===== src/rtl/game_pkg.sv =====
`default_nettype none
// ============================================================================
//  Module      : game_pkg
//  Description : Shared game-level constants: default button count, button
//                index assignments and default lockout length.
//  Revision    : 1.0 - initial release
// ============================================================================
package game_pkg;

    localparam int NUM_BTN_DEFAULT        = 4;
    localparam int LOCKOUT_CYCLES_DEFAULT = 10000;
    localparam int LOCK_W_DEFAULT         = 20;

    // Button index assignments on the press bus
    localparam int BTN_P1    = 0;
    localparam int BTN_P2    = 1;
    localparam int BTN_SERVE = 2;
    localparam int BTN_PAUSE = 3;

endpackage
`default_nettype wire


===== src/rtl/press_event_arbiter_if.sv =====
`default_nettype none
// ============================================================================
//  Module      : press_event_arbiter_if
//  Description : Valid/ready event stream from the press arbiter to the game
//                state machine.
//                evt_valid - event available (producer)
//                evt_id    - button index of the event (producer)
//                evt_ready - consumer accepts the event (consumer)
//  Revision    : 1.0 - initial release
// ============================================================================
interface press_event_arbiter_if #(
    parameter int ID_W = $clog2(game_pkg::NUM_BTN_DEFAULT)
) ();

    logic            evt_valid;
    logic [ID_W-1:0] evt_id;
    logic            evt_ready;

    modport master (
        output evt_valid,
        output evt_id,
        input  evt_ready
    );

    modport slave (
        input  evt_valid,
        input  evt_id,
        output evt_ready
    );

endinterface
`default_nettype wire


===== src/rtl/rr_arbiter.sv =====
`default_nettype none
// ============================================================================
//  Module      : rr_arbiter
//  Description : Combinational round-robin picker. Searches i_cand upward from
//                (i_last_grant + 1) mod NUM_BTN with wrap-around and returns
//                the first set bit as one-hot and encoded index.
//                i_cand       - candidate requests
//                i_last_grant - index granted most recently
//                o_grant      - one-hot grant (zero when no candidate)
//                o_grant_idx  - encoded grant index
//                o_grant_any  - a candidate was found
//  Revision    : 1.0 - initial release
// ============================================================================
module rr_arbiter
    import game_pkg::*;
#(
    parameter int NUM_BTN = NUM_BTN_DEFAULT,
    parameter int ID_W    = $clog2(NUM_BTN)
) (
    input  logic [NUM_BTN-1:0] i_cand,
    input  logic [ID_W-1:0]    i_last_grant,
    output logic [NUM_BTN-1:0] o_grant,
    output logic [ID_W-1:0]    o_grant_idx,
    output logic               o_grant_any
);

    always_comb begin
        int              pos;
        logic [ID_W-1:0] idx;
        pos         = 0;
        idx         = '0;
        o_grant     = '0;
        o_grant_idx = '0;
        o_grant_any = 1'b0;
        for (int k = 1; k <= NUM_BTN; k++) begin
            // Sum stays below 2*NUM_BTN, so one subtraction wraps it; this
            // also covers non-power-of-2 button counts.
            pos = int'(i_last_grant) + k;
            if (pos >= NUM_BTN) begin
                pos = pos - NUM_BTN;
            end
            idx = ID_W'(pos);
            if (!o_grant_any && i_cand[idx]) begin
                o_grant_any  = 1'b1;
                o_grant_idx  = idx;
                o_grant[idx] = 1'b1;
            end
        end
    end

endmodule
`default_nettype wire


===== src/rtl/press_event_arbiter.sv =====
`default_nettype none
// ============================================================================
//  Module      : press_event_arbiter
//  Description : Serialises one-cycle button press pulses into a single
//                valid/ready event stream with round-robin fairness,
//                per-button lockout after each grant and sticky overrun flags.
//                clk         - system clock
//                reset       - synchronous, active-high reset
//                enable      - accept new presses when high
//                press       - one-cycle press pulses, bit i = button i
//                evt         - event stream (master side)
//                overrun     - sticky: press while same button still pending
//                clr_overrun - one-cycle pulse clearing all overrun bits
//                locked      - bit i high while button i is in lockout
//  Revision    : 1.0 - initial release
// ============================================================================
module press_event_arbiter
    import game_pkg::*;
#(
    parameter int NUM_BTN        = NUM_BTN_DEFAULT,
    parameter int LOCKOUT_CYCLES = LOCKOUT_CYCLES_DEFAULT,
    parameter int LOCK_W         = LOCK_W_DEFAULT,
    parameter int ID_W           = $clog2(NUM_BTN)
) (
    input  logic                        clk,
    input  logic                        reset,
    input  logic                        enable,
    input  logic [NUM_BTN-1:0]          press,
    press_event_arbiter_if.master       evt,
    output logic [NUM_BTN-1:0]          overrun,
    input  logic                        clr_overrun,
    output logic [NUM_BTN-1:0]          locked
);

    localparam logic [LOCK_W-1:0] c_LOCK_LOAD = LOCK_W'(LOCKOUT_CYCLES);
    // Pointer starts on the last button so button 0 is searched first
    localparam logic [ID_W-1:0]   c_PTR_RESET = ID_W'(NUM_BTN - 1);

    logic [NUM_BTN-1:0] r_pending;
    logic [NUM_BTN-1:0] r_overrun;
    logic               r_evt_valid;
    logic [ID_W-1:0]    r_evt_id;
    logic [ID_W-1:0]    r_last_grant;

    logic [NUM_BTN-1:0] w_locked;
    logic [NUM_BTN-1:0] w_req;
    logic [NUM_BTN-1:0] w_cand;
    logic [NUM_BTN-1:0] w_grant;
    logic [ID_W-1:0]    w_grant_idx;
    logic               w_grant_any;
    logic               w_load;
    logic [NUM_BTN-1:0] w_take;
    logic [NUM_BTN-1:0] w_ov_set;

    assign w_req  = press & {NUM_BTN{enable}} & ~w_locked;
    // A fresh press is grantable in the same cycle it arrives
    assign w_cand = r_pending | w_req;

    rr_arbiter #(
        .NUM_BTN (NUM_BTN),
        .ID_W    (ID_W)
    ) u_rr_arbiter (
        .i_cand       (w_cand),
        .i_last_grant (r_last_grant),
        .o_grant      (w_grant),
        .o_grant_idx  (w_grant_idx),
        .o_grant_any  (w_grant_any)
    );

    assign w_load = (!r_evt_valid || evt.evt_ready) && w_grant_any;
    assign w_take = w_grant & {NUM_BTN{w_load}};
    // A press coinciding with its own grant is absorbed, not an overrun
    assign w_ov_set = w_req & r_pending & ~w_take;

    always_ff @(posedge clk) begin
        if (reset) begin
            r_pending    <= '0;
            r_overrun    <= '0;
            r_evt_valid  <= 1'b0;
            r_evt_id     <= '0;
            r_last_grant <= c_PTR_RESET;
        end else begin
            r_pending <= enable ? (w_cand & ~w_take) : '0;
            // Set has priority over a coincident clear
            r_overrun <= (r_overrun & ~{NUM_BTN{clr_overrun}}) | w_ov_set;
            if (w_load) begin
                r_evt_valid  <= 1'b1;
                r_evt_id     <= w_grant_idx;
                r_last_grant <= w_grant_idx;
            end else if (evt.evt_ready) begin
                r_evt_valid  <= 1'b0;
            end
        end
    end

    generate
        for (genvar i = 0; i < NUM_BTN; i++) begin : g_lock
            logic [LOCK_W-1:0] r_lock_cnt;

            always_ff @(posedge clk) begin
                if (reset) begin
                    r_lock_cnt <= '0;
                end else if (w_take[i]) begin
                    r_lock_cnt <= c_LOCK_LOAD;
                end else if (r_lock_cnt != '0) begin
                    r_lock_cnt <= r_lock_cnt - 1'b1;
                end
            end

            assign w_locked[i] = (r_lock_cnt != '0);
        end
    endgenerate

    assign evt.evt_valid = r_evt_valid;
    assign evt.evt_id    = r_evt_id;
    assign overrun       = r_overrun;
    assign locked        = w_locked;

endmodule
`default_nettype wire


===== src/flat_wrapper.sv =====
// flat-port wrapper written by rule: the top's interface ports become plain ports
module press_event_arbiter_flat import game_pkg::*;
#(
    parameter int NUM_BTN        = NUM_BTN_DEFAULT,
    parameter int LOCKOUT_CYCLES = LOCKOUT_CYCLES_DEFAULT,
    parameter int LOCK_W         = LOCK_W_DEFAULT,
    parameter int ID_W           = $clog2(NUM_BTN)
)
  (clk, reset, enable, press, overrun, clr_overrun, locked, evt_evt_valid, evt_evt_id, evt_evt_ready);
  press_event_arbiter_if #(.ID_W(ID_W)) evt_i ();
  input  logic clk;
  input  logic reset;
  input  logic enable;
  input  logic [NUM_BTN-1:0] press;
  output logic [NUM_BTN-1:0] overrun;
  input  logic clr_overrun;
  output logic [NUM_BTN-1:0] locked;
  output wire logic [$bits(evt_i.evt_valid)-1:0] evt_evt_valid;
  output wire logic [$bits(evt_i.evt_id)-1:0] evt_evt_id;
  input wire logic [$bits(evt_i.evt_ready)-1:0] evt_evt_ready;
  assign evt_evt_valid = evt_i.evt_valid;
  assign evt_evt_id = evt_i.evt_id;
  assign evt_i.evt_ready = evt_evt_ready;
  press_event_arbiter #(.NUM_BTN(NUM_BTN), .LOCKOUT_CYCLES(LOCKOUT_CYCLES), .LOCK_W(LOCK_W), .ID_W(ID_W)) u_core (.clk(clk), .reset(reset), .enable(enable), .press(press), .evt(evt_i), .overrun(overrun), .clr_overrun(clr_overrun), .locked(locked));
endmodule

===== config.mk =====
export PLATFORM = sky130hd
export DESIGN_NAME = press_event_arbiter_flat
export DESIGN_NICKNAME = d
export VERILOG_FILES = /design/src/rtl/game_pkg.sv /design/src/rtl/press_event_arbiter_if.sv /design/src/rtl/rr_arbiter.sv /design/src/rtl/press_event_arbiter.sv /design/src/flat_wrapper.sv
export SDC_FILE = /design/constraint.sdc
export NUM_CORES = 1
export LEC_CHECK = 0
export CAP_MARGIN = 0
export CORE_MARGIN = 2
export CORE_UTILIZATION = 40
export DETAILED_ROUTE_END_ITERATION = 8
export SETUP_SLACK_MARGIN = 0.4
export SLEW_MARGIN = 25
export SYNTH_ARGS = -nofsm -noshare
export SYNTH_HDL_FRONTEND = slang
export SYNTH_HIERARCHICAL = 1
export SYNTH_SLANG_ARGS = --single-unit

===== constraint.sdc =====
create_clock -name clk -period 4.3 [get_ports clk]
set_input_delay 0.86 -clock clk [delete_from_list [all_inputs] [get_ports clk]]
set_output_delay 0.86 -clock clk [all_outputs]
set_load 0.1 [all_outputs]

* Word level (Yosys, flattened, before mapping) *
Cells that the tools add are included.

cells by class
  add/sub/neg operators = 12
  magnitude comparators = 12
  mux-type cells = 42
  bitwise gates (word level) = 16
  reductions and logical operators = 27

operators with widths
  cell                                                         count
  2-to-1 mux 14 bit                                            8
  nonzero test 20 bit                                          4
  subtractor 20 x 1 -> 20 bit (second input constant)          4
  AND 4 bit                                                    7
  bitwise OR 4 bit                                             5
  2-to-1 mux 2 bit                                             8
  2-to-1 mux 4 bit                                             4
  2-to-1 mux 1 bit                                             14
  less-than comparator 2 x 3 -> 1 bit (second input constant)  4
  inverter 4 bit                                               3
  nonzero test 2 bit                                           5
  OR reduction 2 bit                                           5
  >= comparator 3 bit (second input constant)                  3
  binary-select mux 1 bit (select 2 bit)                       4
  demux 1 bit (select 2 bit)                                   4
  >= comparator 2 x 1 -> 1 bit (second input constant)         4
  logical AND 1 bit                                            8
  subtractor 2 x 1 -> 2 bit (second input constant)            4
  adder 2 x 2 -> 3 bit (second input constant)                 2
  adder 2 x 3 -> 4 bit (second input constant)                 1
  >= comparator 4 x 3 -> 1 bit (second input constant)         1
  logical NOT 1 bit                                            4
  adder 2 x 1 -> 3 bit (second input constant)                 1
  logical OR 1 bit                                             1
  inverter 1 bit                                               1

storage, ports and cells
  bits in registers = 93
  logic and storage cells = 122

* Depth between registers and ports, before layout *
  depth after elaboration = 21
  mapped depth = 17

* Hierarchy *
Netlist, hierarchy kept.

by module, submodules not included
  module               instances  cells an instance  area each (um^2)  seq. area each (um^2)
  press_event_arbiter  1          525                4504.3            1861.8
  rr_arbiter           1          68                 525.5             0.0

* Worst setup path after synthesis *
OpenSTA, ideal clock, no wires.

  kind = register -> register
  start = register u_core.g_lock[2].r_lock_cnt[0]
  end = register u_core.g_lock[2].r_lock_cnt[0]
  setup time = 0.128 ns
  arrival time = 3.704 ns
  data required time = 4.172 ns
  setup slack = 0.469 ns
  stages on the path, launching flop included = 18
  path through = dfxtp_1 inv_1 ha_1 or4b_2 or4_4 buf_6 nor2_8 a31o_2 buf_6 or3b_1 o21ai_1 a21oi_1 o22ai_2 a221o_1 nand3_1 nand2b_1 clkbuf_1 nor2_1

RTL lines
  item                                    RTL line                    RTL
  start: declaration                      press_event_arbiter.sv:98   logic [LOCK_W-1:0] r_lock_cnt;
  start signal: assignment                press_event_arbiter.sv:104  r_lock_cnt <= c_LOCK_LOAD;
  start signal: assignment                press_event_arbiter.sv:106  r_lock_cnt <= r_lock_cnt - 1'b1;
  nonzero test 20 bit *                   press_event_arbiter.sv:110  assign w_locked[i] = (r_lock_cnt != '0);
  inverter 4 bit *                        press_event_arbiter.sv:55   assign w_req = press & {NUM_BTN{enable}} & ~w_locked;
  AND 4 bit *                             press_event_arbiter.sv:55
  bitwise OR 4 bit *                      press_event_arbiter.sv:57   assign w_cand = r_pending | w_req;
  net u_core.w_cand[2]                    press_event_arbiter.sv:47   logic [NUM_BTN-1:0] w_cand;
  binary-select mux 1 bit (select 2 bit)  rr_arbiter.sv:43            if (!o_grant_any && i_cand[idx]) begin
  2-to-1 mux 1 bit (implied by the code)  rr_arbiter.sv:43
  2-to-1 mux 1 bit                        rr_arbiter.sv:43
  [... 4 more ...]                        --
  logical AND 1 bit                       rr_arbiter.sv:43
  2-to-1 mux 1 bit                        rr_arbiter.sv:43
  logical NOT 1 bit                       rr_arbiter.sv:43
  logical AND 1 bit                       rr_arbiter.sv:43
  2-to-1 mux 4 bit *                      rr_arbiter.sv:43
  net u_core.w_grant[2]                   press_event_arbiter.sv:48   logic [NUM_BTN-1:0] w_grant;
  AND 4 bit *                             press_event_arbiter.sv:71   assign w_take = w_grant & {NUM_BTN{w_load}};
  OR reduction 2 bit (no source line) *   --

Mark *: on every way through the listed nets, which the timed path passes. The rest lies on a longest branch. The select of a mux whose other input is x is not followed.
A chain may end at the register's enable or synchronous reset.

* Final worst setup path *
  start = register u_core.g_lock[2].r_lock_cnt[0]
  end = register u_core.r_overrun[1], in the netlist u_core/overrun[1]

RTL lines
  item                                    RTL line                    RTL
  nonzero test 20 bit *                   press_event_arbiter.sv:110
  inverter 4 bit *                        press_event_arbiter.sv:55
  AND 4 bit *                             press_event_arbiter.sv:55
  bitwise OR 4 bit *                      press_event_arbiter.sv:57
  net u_core.w_cand[2]                    press_event_arbiter.sv:47
  binary-select mux 1 bit (select 2 bit)  rr_arbiter.sv:43
  2-to-1 mux 1 bit (implied by the code)  rr_arbiter.sv:43
  2-to-1 mux 1 bit                        rr_arbiter.sv:43
  [... 6 more ...]                        --
  logical NOT 1 bit                       rr_arbiter.sv:43
  logical AND 1 bit                       rr_arbiter.sv:43
  2-to-1 mux 4 bit *                      rr_arbiter.sv:43
  net u_core.w_grant[1]                   press_event_arbiter.sv:48
  AND 4 bit *                             press_event_arbiter.sv:71
  inverter 4 bit *                        press_event_arbiter.sv:73   assign w_ov_set = w_req & r_pending & ~w_take;
  AND 4 bit *                             press_event_arbiter.sv:73
  bitwise OR 4 bit *                      press_event_arbiter.sv:85   r_overrun <= (r_overrun & ~{NUM_BTN{clr_overrun}}) | w_ov_set;
  end signal: assignment                  press_event_arbiter.sv:85
  end: declaration                        press_event_arbiter.sv:40   logic [NUM_BTN-1:0] r_overrun;

Marks and branches as above.

==> results.json <==
{
  "ff2ff_path_depth": 14,
  "path_cells": "inv_1, ha_1, or4b_2, or4_4, nor2_8, a31o_4, or3b_1, o21ai_1, a21oi_1, o22ai_2, a221o_1, nand2_4, and3_1, a32o_1",
  "critPathLaunch": "u_core/g_lock[2].r_lock_cnt[0]",
  "io_pins": 20,
  "synthTopCellsByArea": "dfxtp_1 (37%), nor2_1 (6.1%), xor2_1 (5.2%)",
  "antennaDiodeCount": 0,
  "avgRoutedWirePerCell_um": 13.6,
  "cts.sinks": 93,
  "yosysTopAreaCellShare_pct": 37.0,
  "yosys_register_bits": 93,
  "clk_pin_slew_worst_paths_ns": 0.06,
  "antenna_found_initial": 0,
  "grt_pass1_wl_um": 18800,
  "critPathMaxFanout": 10,
  "clk_latency_ns": 0.34,
  "gp_congestion": 0.900,
  "peakVddDrop_uv": 411,
  "tightest_slew_ns": 0.997,
  "first_pass_iters": 5,
  "status": "finished clean",
  "synthToLayoutAreaGrowth_pct": 14.5,
  "synth_edf_count": 0,
  "numCtsBuffers": 9,
  "drv_cap": 0,
  "yosys.area.top_type": "dfxtp_1",
  "cp_slowest_cell": "or4b_2",
  "syn_inst": 593,
  "drive_gt1_share_pct": 11.0,
  "async_reset_ff_share_pct": 0,
  "core_sq_um": 12200,
  "drtIter0Drc": 249,
  "num-nets-final": 645,
  "finalMaxSlewViolations": 0,
  "vias": 4188,
  "ys_warn_count": 6,
  "final_core_util_pct": 47.3,
  "min_path_cells": 2,
  "hold_class": "flip-flop to flip-flop",
  "cp_num_buf_inv": 1,
  "synth_ff_type": "dfxtp_1",
  "num_rows": 40,
  "grt_start_max_net_pins": 23,
  "hold_ws_ns": 0.453,
  "r2r-start": "u_core/g_lock[2].r_lock_cnt[0]",
  "cts_max_level": 3,
  "clockRootBuffer": "clkbuf_16",
  "cp.required_ns": 4.54,
  "power.density_nw_per_um2": 861,
  "leakagePower_nw": 2.17,
  "maxSlewHeadroom_pct": 33.3,
  "cts_tree": "built",
  "crit_type": "flip-flop to flip-flop",
  "setup.worst_path.start_class": "flip-flop",
  "crit_arrival_ns": 3.93,
  "grt_overflow_total": 0,
  "die_h_um": 116,
  "finalPower_mw": 4.96,
  "worst_path_largest_cell_delay_ns": 0.59,
  "finalSetupTns_ns": 0,
  "die_w_um": 116,
  "cp_top_family": "simple AND/OR/NAND/NOR gates",
  "clockBufferDepth": 2,
  "grt_usage_pct": 17.3,
  "wl_um": 10800,
  "dpl.hpwl_um": 7750,
  "synth_area_per_cell_sq_um": 8.48,
  "fillCellCount": 1164,
  "grt_pass1_vias": 4054,
  "fmax_ghz": 0.271,
  "die_area_sq_um": 13500,
  "finalHoldViolCount": 0,
  "start_util_pct": 41.4,
  "rsz0062_at_grt": "false",
  "crit_path_end_kind": "flip-flop",
  "io_buffers": 19,
  "layout_min_cycle_time_ns": 3.70,
  "drc": 0,
  "drt-vias-per-instance": 5.27,
  "final.period_utilization_pct": 86.0,
  "min-delay-start": "u_core/overrun[0]",
  "yosysSeqAreaShare_pct": 37.0,
  "path_depth": 14,
  "synth.cell_area_sq_um": 5030,
  "setup_violations": 0,
  "ant_nets": 0,
  "synthesis.nets": 617,
  "fin_worst_skew_ns": 0.00582,
  "yosysUniqueCellTypes": 66
}
-- worst reg2reg max path: stages, from the launching register on --
cell,delay (ns)
dfxtp_1,0.32
inv_1,0.11
ha_1,0.15
or4b_2,0.59
or4_4,0.48
nor2_8,0.11
a31o_4,0.21
or3b_1,0.35
o21ai_1,0.08
a21oi_1,0.08
o22ai_2,0.26
a221o_1,0.29
nand2_4,0.10
and3_1,0.20
a32o_1,0.24
-- path summary, 6_finish.rpt --
path / endpoint / slack, ns
max: u_core/overrun[1] / 0.60
min: u_core/overrun[0] / 0.45
max reg2reg: u_core/overrun[1] / 0.60
min reg2reg: u_core/overrun[0] / 0.45
-- routing by layer --
layer,GRT usage (%),up-vias,share of wire (%)
li1,-,2163,-
met1,21.4,1963,47
met2,28.5,54,48
met3,5.14,8,3.7
met4,6.51,0,1.2
met5,0,-,0
-- synthesized netlist by cell type, types with 4 or more instances --
| cell type | number |
|---|---|
| mux2i_1 | 4 |
| nor3_1 | 29 |
| nor4_1 | 11 |
| a221o_1 | 4 |
| nand2b_1 | 11 |
| nand2_1 | 47 |
| or4_1 | 14 |
| o21ai_1 | 9 |
| and3_1 | 4 |
| inv_1 | 15 |
| nand4b_1 | 4 |
| a211oi_1 | 9 |
| nand3b_1 | 5 |
| ha_1 | 15 |
| a21oi_1 | 42 |
| xor2_1 | 30 |
| dfxtp_1 | 93 |
| nor2_1 | 82 |
| o211ai_1 | 6 |
| or3_1 | 8 |
| a31oi_1 | 5 |
| nand3_1 | 16 |
| a31o_2 | 4 |
| xnor2_1 | 27 |
| and2_1 | 4 |
| o21ai_0 | 11 |
| clkbuf_1 | 10 |
| buf_6 | 4 |
| nor2b_1 | 9 |
-- metrics by stage --
stage / instances / cell area (sq um) / setup WS (ns)
final: 794 / 5760 / 0.604
after CTS: 793 / 5720 / 0.425
after floorplan: 593 / 5030 / 0.469
after global routing: 794 / 5760 / 0.406
after detailed placement: 775 / 5420 / 0.383
after global placement: 775 / 5420 / 0.455
-- repair_timing --
action                     in CTS  in global routing
hold buffers                    0                  0
setup endpoints to repair      20                 66
gates resized for setup         2                  7
pin swaps                       2                  5
buffers inserted                2                  1
-- state kept, by name, summed over array words and instances, names as in the netlist --
name / flops
u_core/evt.evt_valid: 1
u_core/overrun: 4
u_core/g_lock.r_lock_cnt: 80
u_core/r_pending: 4
u_core/evt.evt_id: 2
u_core/r_last_grant: 2
-- placed cells by master, fill, tap and decap left out, drive strengths merged, types with 16 or more instances in the layout --
cell type	count
o21ai	22
nor2	84
nand3	16
buf	21
clkdlybuf4s50	16
xnor2	27
xor2	30
nand2	47
nor3	30
a21oi	43
inv	17
dfxtp	93
-- kinds of logic (layout without fill, tap and decap cells) --
group,after synthesis,after routing,synth area share [%]
AO/OA/AOI/OAI,113,113,15.1
flip-flops,93,93,37.0
adder cells (fa/ha/maj),15,15,3.73
AND/OR/NAND/NOR,272,272,29.0
multiplexers,6,6,1.69
XOR/XNOR,57,57,9.93
buffers and inverters,37,70,3.51
-- area by class of cell --
cell class                      instances  area (sq um)  area share (%)
Clock inverter                          1          5.00          0.0869
Tap cell                              168           210            3.65
Multi-Input combinational cell        463          3030            52.7
Sequential cell                        93          1860            32.3
Inverter                               17          63.8            1.11
Clock buffer                           15           268            4.65
Timing Repair Buffer                   37           318            5.52
-- report_power, final --
group	internal [mW]	total (mW)	switching, mW
logic	1.13	2.80	1.67
clock network	0.423	0.735	0.311
registers	1.14	1.42	0.276
No activity file was read; power rests on OpenSTA's default activity.
